## src/rtl/digi_ota_array.sv

```systemverilog
// digi_ota_array: array of synchronised digital comparators, each driving a
// tri-stateable output through a hysteresis filter and a dead-time interlock.
module digi_ota_array #(
    parameter int unsigned CH   = 4,
    parameter int unsigned HYST = 3,
    parameter int unsigned DEAD = 2
) (
    input  logic          clk,
    input  logic          rst,
    input  logic          en,
    input  logic          mode_hold,
    input  logic [CH-1:0] vip,
    input  logic [CH-1:0] vin,
    output logic [CH-1:0] out,
    output logic [CH-1:0] out_oe,
    output logic [15:0]   switch_cnt
);

    localparam int unsigned CW = 4;
    localparam int unsigned EW = 4;

    typedef enum logic [1:0] {ST_Z, ST_HI, ST_LO, ST_DEAD} state_e;
    typedef enum logic [1:0] {RQ_NONE, RQ_HI, RQ_LO, RQ_Z} req_e;

    logic [CH-1:0] vip_s1_q, vip_s2_q, vin_s1_q, vin_s2_q;
    state_e        state_q [CH];
    state_e        state_d [CH];
    state_e        tgt_q   [CH];
    state_e        tgt_d   [CH];
    req_e          req_q   [CH];
    req_e          req_d   [CH];
    logic [CW-1:0] hcnt_q  [CH];
    logic [CW-1:0] hcnt_d  [CH];
    logic [CW-1:0] dcnt_q  [CH];
    logic [CW-1:0] dcnt_d  [CH];
    logic [CH-1:0] out_q, out_d, oe_q, oe_d;
    logic [15:0]   switch_cnt_q, switch_cnt_d;

    // Two-flop synchronisers for the asynchronous comparator inputs
    always_ff @(posedge clk or posedge rst) begin
        if (rst) begin
            vip_s1_q <= '0;
            vip_s2_q <= '0;
            vin_s1_q <= '0;
            vin_s2_q <= '0;
        end else begin
            vip_s1_q <= vip;
            vip_s2_q <= vip_s1_q;
            vin_s1_q <= vin;
            vin_s2_q <= vin_s1_q;
        end
    end

    // Per-channel request, hysteresis filter, dead-time and switch counting
    always_comb begin
        logic [EW-1:0] entries;
        logic [16:0]   sum;
        req_e          req;
        logic [CW-1:0] run;
        logic          up, dn, tie;

        entries = '0;
        sum     = '0;
        req     = RQ_NONE;
        run     = '0;
        up      = 1'b0;
        dn      = 1'b0;
        tie     = 1'b0;
        out_d   = '0;
        oe_d    = '0;

        for (int c = 0; c < int'(CH); c++) begin
            state_d[c] = state_q[c];
            tgt_d[c]   = tgt_q[c];
            req_d[c]   = req_q[c];
            hcnt_d[c]  = hcnt_q[c];
            dcnt_d[c]  = dcnt_q[c];

            up  = vip_s2_q[c] & ~vin_s2_q[c];
            dn  = ~vip_s2_q[c] & vin_s2_q[c];
            tie = (vip_s2_q[c] == vin_s2_q[c]);
            run = '0;

            req = RQ_NONE;
            case (state_q[c])
                ST_Z: begin
                    if (up)      req = RQ_HI;
                    else if (dn) req = RQ_LO;
                end
                ST_HI: begin
                    if (dn)                    req = RQ_LO;
                    else if (tie && !mode_hold) req = RQ_Z;
                end
                ST_LO: begin
                    if (up)                    req = RQ_HI;
                    else if (tie && !mode_hold) req = RQ_Z;
                end
                default: req = RQ_NONE;
            endcase

            if (!en) begin
                state_d[c] = ST_Z;
                tgt_d[c]   = ST_Z;
                req_d[c]   = RQ_NONE;
                hcnt_d[c]  = '0;
                dcnt_d[c]  = '0;
            end else if (state_q[c] == ST_DEAD) begin
                // Inputs are ignored while the output is parked in Hi-Z
                req_d[c]  = RQ_NONE;
                hcnt_d[c] = '0;
                if (dcnt_q[c] == CW'(DEAD - 1)) begin
                    state_d[c] = tgt_q[c];
                    dcnt_d[c]  = '0;
                end else begin
                    dcnt_d[c] = dcnt_q[c] + CW'(1);
                end
            end else if (req == RQ_NONE) begin
                req_d[c]  = RQ_NONE;
                hcnt_d[c] = '0;
            end else begin
                // A changed request restarts the run at its first cycle
                run = (req == req_q[c]) ? hcnt_q[c] : '0;
                if (run == CW'(HYST - 1)) begin
                    hcnt_d[c] = '0;
                    req_d[c]  = RQ_NONE;
                    case (req)
                        RQ_HI: begin
                            if (state_q[c] == ST_LO) begin
                                state_d[c] = ST_DEAD;
                                tgt_d[c]   = ST_HI;
                                dcnt_d[c]  = '0;
                            end else begin
                                state_d[c] = ST_HI;
                            end
                        end
                        RQ_LO: begin
                            if (state_q[c] == ST_HI) begin
                                state_d[c] = ST_DEAD;
                                tgt_d[c]   = ST_LO;
                                dcnt_d[c]  = '0;
                            end else begin
                                state_d[c] = ST_LO;
                            end
                        end
                        default: state_d[c] = ST_Z;
                    endcase
                end else begin
                    hcnt_d[c] = run + CW'(1);
                    req_d[c]  = req;
                end
            end

            if ((state_d[c] == ST_HI || state_d[c] == ST_LO) && state_d[c] != state_q[c])
                entries = entries + EW'(1);

            out_d[c] = (state_d[c] == ST_HI);
            oe_d[c]  = (state_d[c] == ST_HI) || (state_d[c] == ST_LO);
        end

        sum          = 17'(switch_cnt_q) + 17'(entries);
        switch_cnt_d = sum[16] ? 16'hFFFF : sum[15:0];
    end

    // Channel state, counters and registered outputs
    always_ff @(posedge clk or posedge rst) begin
        if (rst) begin
            for (int c = 0; c < int'(CH); c++) begin
                state_q[c] <= ST_Z;
                tgt_q[c]   <= ST_Z;
                req_q[c]   <= RQ_NONE;
                hcnt_q[c]  <= '0;
                dcnt_q[c]  <= '0;
            end
            out_q        <= '0;
            oe_q         <= '0;
            switch_cnt_q <= '0;
        end else begin
            for (int c = 0; c < int'(CH); c++) begin
                state_q[c] <= state_d[c];
                tgt_q[c]   <= tgt_d[c];
                req_q[c]   <= req_d[c];
                hcnt_q[c]  <= hcnt_d[c];
                dcnt_q[c]  <= dcnt_d[c];
            end
            out_q        <= out_d;
            oe_q         <= oe_d;
            switch_cnt_q <= switch_cnt_d;
        end
    end

    assign out        = out_q;
    assign out_oe     = oe_q;
    assign switch_cnt = switch_cnt_q;

endmodule
```

## config.mk

```make
export PLATFORM = sky130hd
export DESIGN_NAME = digi_ota_array
export DESIGN_NICKNAME = d
export VERILOG_FILES = /design/src/rtl/digi_ota_array.sv
export SDC_FILE = /design/constraint.sdc
export NUM_CORES = 1
export LEC_CHECK = 0
export ABC_CLOCK_PERIOD_IN_PS = 9800
export CAP_MARGIN = 20
export CORE_UTILIZATION = 50
export DETAILED_ROUTE_END_ITERATION = 8
export PLACE_DENSITY = 0.69
export REMOVE_ABC_BUFFERS = 1
export SYNTH_ARGS = -nofsm -noshare
export SYNTH_HDL_FRONTEND = slang
export SYNTH_SLANG_ARGS = --single-unit
```

## constraint.sdc

```tcl
create_clock -name clk -period 9.8 [get_ports clk]
set_clock_uncertainty 0.15 [all_clocks]
set_input_delay 0.98 -clock clk [delete_from_list [all_inputs] [get_ports clk]]
set_output_delay 0.98 -clock clk [all_outputs]
set_load 0.05 [all_outputs]
```

==> metrics.txt <==
# TYPE chip_impl_metric gauge
chip_impl_info{name="worst_setup_path_endpoint",value="switch_cnt[3]$_DFF_PP0_"} 1
chip_impl_metric{name="crit_required",unit="ns"} 9.89
chip_impl_metric{name="syn_inst_count",unit=""} 566
chip_impl_info{name="setup.worst_path.start",value="mode_hold"} 1
chip_impl_metric{name="post-cts-setup-buffer-count",unit=""} 0
chip_impl_metric{name="peakVddDrop",unit="mV"} 0.237
chip_impl_metric{name="area_growth_syn_to_layout",unit="%"} 12.7
chip_impl_metric{name="detail_route.wl_per_cell",unit="um"} 13.5
chip_impl_metric{name="asyncSetResetFlopFracSynth",unit="%"} 100
chip_impl_metric{name="grt_first_pass_wirelength",unit="mm"} 17.5
chip_impl_metric{name="worst-r2r-setup-slack",unit="ns"} 3.57
chip_impl_metric{name="post_layout_nonfiller_instances",unit=""} 740
chip_impl_metric{name="critical_path.max_fanout",unit=""} 13
chip_impl_metric{name="tritoncts.num_buffers",unit=""} 9
chip_impl_metric{name="synth_enable_flop_cells",unit=""} 0
chip_impl_metric{name="cts-resized-gates",unit=""} 0
chip_impl_metric{name="yosys_register_bits",unit=""} 96
chip_impl_metric{name="initial_utilization",unit="%"} 52.2
chip_impl_metric{name="finish.instance_area",unit="sq um"} 6160
chip_impl_metric{name="r2r_cells",unit=""} 25
chip_impl_metric{name="n_antenna_cell",unit=""} 0
chip_impl_metric{name="synth.avg_cell_area",unit="sq um"} 9.65
chip_impl_metric{name="drt.antenna.violating_nets",unit=""} 0
chip_impl_info{name="cts_tree",value="yes"} 1
chip_impl_metric{name="hpwlAfterDp",unit="mm"} 7.23
chip_impl_metric{name="floorplan_die_area",unit="sq um"} 11300
chip_impl_metric{name="layout.nets",unit=""} 659
chip_impl_info{name="clockRootBuffer",value="sky130_fd_sc_hd__clkbuf_8"} 1
chip_impl_metric{name="die-width",unit="um"} 107
chip_impl_metric{name="synth_largest_type_area_fraction",unit="%"} 44.0
chip_impl_metric{name="gr-usage-all-layers",unit="%"} 19.5
chip_impl_metric{name="dpl-instance-area",unit="sq um"} 5940
chip_impl_metric{name="worstPathArrival",unit="ns"} 6.85
chip_impl_metric{name="cts_sink_count",unit=""} 96
chip_impl_metric{name="worst_skew_pair.late_latency",unit="ns"} 0.37
chip_impl_metric{name="final_hold_viol_count",unit=""} 0
chip_impl_metric{name="finalMaxSlewViolations",unit=""} 0
chip_impl_metric{name="io_buffers",unit=""} 35
chip_impl_metric{name="first_iter_violations",unit=""} 187
chip_impl_metric{name="static-leakage-power",unit="nW"} 2.91
chip_impl_metric{name="std_cell_rows",unit=""} 37
chip_impl_metric{name="maximum_clock_frequency",unit="MHz"} 148
chip_impl_info{name="startpoint_type",value="primary input"} 1
chip_impl_metric{name="share_of_the_clock_period_used_by_the_worst_path_after_layout",unit="%"} 69.0
chip_impl_metric{name="finalSetupTns",unit="ns"} 0
chip_impl_metric{name="power_density",unit="nW/um^2"} 143
chip_impl_info{name="timing.rr.end",value="switch_cnt[3]$_DFF_PP0_"} 1
chip_impl_metric{name="globalRouteOverflowTotal",unit=""} 0
chip_impl_metric{name="globalplace.congestion",unit=""} 0.840
chip_impl_info{name="synth.most_common_cell",value="sky130_fd_sc_hd__dfrtp_1"} 1
chip_impl_metric{name="place.detailed.instances",unit=""} 724
chip_impl_metric{name="yosys.cell_types.count",unit=""} 55
chip_impl_metric{name="largest_net_degree_at_the_start_of_global_routing",unit=""} 74
chip_impl_metric{name="drive_gt1_share",unit="%"} 5.30
chip_impl_metric{name="path_clk_slew",unit="ns"} 0.08
chip_impl_metric{name="dieHeight",unit="um"} 107
chip_impl_metric{name="first_global_vias",unit=""} 3934
chip_impl_info{name="synthTopCellsByArea",value="sky130_fd_sc_hd__dfrtp_1 44%, sky130_fd_sc_hd__ha_1 11%, sky130_fd_sc_hd__inv_1 4.3%, sky130_fd_sc_hd__nor2_1 3.5%, sky130_fd_sc_hd__xor2_1 3.0%"} 1
chip_impl_info{name="run_status",value="completed"} 1
chip_impl_metric{name="yosys_warnings",unit=""} 0
chip_impl_info{name="min_path_type",value="reg2reg"} 1
chip_impl_metric{name="firstDrtPassIters",unit=""} 4
chip_impl_metric{name="detail_route.drc_violations",unit=""} 0
chip_impl_metric{name="wl",unit="mm"} 9.99
chip_impl_metric{name="cts_buffer_depth",unit=""} 2
chip_impl_metric{name="total_via_count_after_detailed_routing",unit=""} 3997
chip_impl_metric{name="drv_cap",unit=""} 0
chip_impl_metric{name="grt_antenna_before_repair",unit=""} 0
chip_impl_metric{name="ctsHoldBuffers",unit=""} 0
chip_impl_metric{name="post-route-min-period",unit="ns"} 6.76
chip_impl_info{name="worstHoldStart",value="vip_s1_q[3]$_DFF_PP0_"} 1
chip_impl_metric{name="boundaryPins",unit=""} 36
chip_impl_metric{name="design.core.area",unit="sq um"} 10500
chip_impl_metric{name="h-tree-depth",unit=""} 3
chip_impl_info{name="synth_top_flop_cell",value="sky130_fd_sc_hd__dfrtp_1"} 1
chip_impl_info{name="crit_type",value="in2reg"} 1
chip_impl_metric{name="setup_viol_count_final",unit=""} 0
chip_impl_info{name="synth.largest_area_cell",value="sky130_fd_sc_hd__dfrtp_1"} 1
chip_impl_info{name="top_cells_by_instance_count_after_synthesis",value="96 x sky130_fd_sc_hd__dfrtp_1, 62 x sky130_fd_sc_hd__inv_1, 51 x sky130_fd_sc_hd__nor2_1"} 1
chip_impl_info{name="rr_startpoint",value="state_q[4]$_DFF_PP0_"} 1
chip_impl_metric{name="sequential_to_total_area_share_from_yosys_stat",unit="%"} 44.0
chip_impl_metric{name="worst-slew-pin-transition",unit="ns"} 0.895
chip_impl_info{name="grt_setup_unrepaired",value="no"} 1
chip_impl_metric{name="drt-vias-per-instance",unit=""} 5.40
chip_impl_info{name="timing.critical_path.to_type",value="flop"} 1
chip_impl_metric{name="syn_area",unit="sq um"} 5460
chip_impl_metric{name="worst_slew_margin_relative_to_its_limit",unit="%"} 40.4
per-layer routing:
| layer | up-vias | wire, um | global-route usage [%] |
|---|---|---|---|
| li1 | 2007 | - | - |
| met1 | 1916 | 4780 | 25.6 |
| met2 | 61 | 4620 | 31.0 |
| met3 | 13 | 392 | 3.80 |
| met4 | 0 | 201 | 9.00 |
| met5 | - | 0 | 0 |
power by group:
part           leakage (nW)  total, mW  switching [mW]  internal (mW)
Combinational          1.52      0.168           0.109         0.0583
Clock                 0.113      0.278           0.132          0.146
Sequential             1.28      0.437          0.0192          0.418
worst min-delay path by stage:
stage                     slack, ns                    end  cells after the start
after global routing           0.21  vip_s2_q[3]$_DFF_PP0_                      0
after floorplan                0.18  vin_s2_q[0]$_DFF_PP0_                      0
final                          0.20  vip_s2_q[3]$_DFF_PP0_                      0
after global placement         0.19  vin_s2_q[3]$_DFF_PP0_                      0
after CTS                      0.21  vip_s2_q[3]$_DFF_PP0_                      0
after detailed placement       0.18  vip_s2_q[3]$_DFF_PP0_                      0
worst max-delay path, stage by stage:
cell	delay (ns)
sky130_fd_sc_hd__clkdlybuf4s50_1	0.68
sky130_fd_sc_hd__nor2b_1	0.11
sky130_fd_sc_hd__o21ai_1	0.09
sky130_fd_sc_hd__o21ai_1	0.14
sky130_fd_sc_hd__xor2_1	0.20
sky130_fd_sc_hd__nor2_1	0.18
sky130_fd_sc_hd__and2_1	0.17
sky130_fd_sc_hd__ha_1	0.15
sky130_fd_sc_hd__o31a_1	0.30
sky130_fd_sc_hd__a32oi_1	0.17
sky130_fd_sc_hd__o32ai_1	0.43
sky130_fd_sc_hd__inv_1	0.09
sky130_fd_sc_hd__ha_1	0.31
sky130_fd_sc_hd__a21oi_1	0.13
sky130_fd_sc_hd__ha_1	0.27
sky130_fd_sc_hd__xor2_1	0.24
sky130_fd_sc_hd__ha_1	0.18
sky130_fd_sc_hd__inv_1	0.04
sky130_fd_sc_hd__a211oi_1	0.21
sky130_fd_sc_hd__xnor2_1	0.16
sky130_fd_sc_hd__ha_1	0.27
sky130_fd_sc_hd__nor2b_1	0.14
sky130_fd_sc_hd__o21ai_0	0.15
sky130_fd_sc_hd__nor2b_1	0.47
sky130_fd_sc_hd__or3_1	0.43
sky130_fd_sc_hd__o21ai_0	0.15
registers in the layout, indices dropped and copies added (netlist names), 8 cells and up:
register	cells
dcnt_q	16
tgt_q	8
hcnt_q	16
switch_cnt	16
req_q	8
state_q	8
placed cells by master, fill, tap and decap left out, drive strengths merged, types with 7 or more instances in the layout:
cell	n
nor4	9
nand2	36
xnor2	15
inv	62
nand3	21
xor2	19
clkbuf	14
o21ai	39
nand2b	8
and3	7
a21o	8
a21oi	8
clkdlybuf4s50	35
nor3	9
ha	47
a32oi	7
dfrtp	96
nor2b	22
nor3b	16
nor2	51
cells by family (layout without fill, tap and decap cells):
logic type	Yosys count	in the layout	synth area share (%)
AO/OA/AOI/OAI	105	105	13.9
XOR/XNOR	34	34	5.45
adder cells (fa/ha/maj)	48	48	11.1
buffers and inverters	77	115	5.36
flip-flops	96	96	44.0
multiplexers	8	8	1.56
other	1	1	0.0686
AND/OR/NAND/NOR	197	197	18.6
cell type report:
type,instances,area [sq um]
fill,928,4300
multi-input combinational,393,2770
sequential,96,2400
timing repair buffer,37,365
inverter,62,235
clock buffer,14,183
tap,136,170
clock inverter,2,35.0
metrics by stage:
step | hold slack [ns] | setup slack, ns | power, mW | utilization (%)
4_1_cts | 0.205 | 3.02 | 0.891 | 58.9
2_1_floorplan | 0.181 | 4.05 | 0.557 | -
5_1_grt | 0.214 | 2.30 | 0.927 | 58.9
3_5_place_dp | 0.185 | 2.62 | 0.611 | 56.8
6_report | 0.203 | 3.04 | 0.882 | 58.9
3_3_place_gp | 0.185 | 2.83 | 0.609 | 56.8
Note: power is estimated with default switching activity, not from simulation.
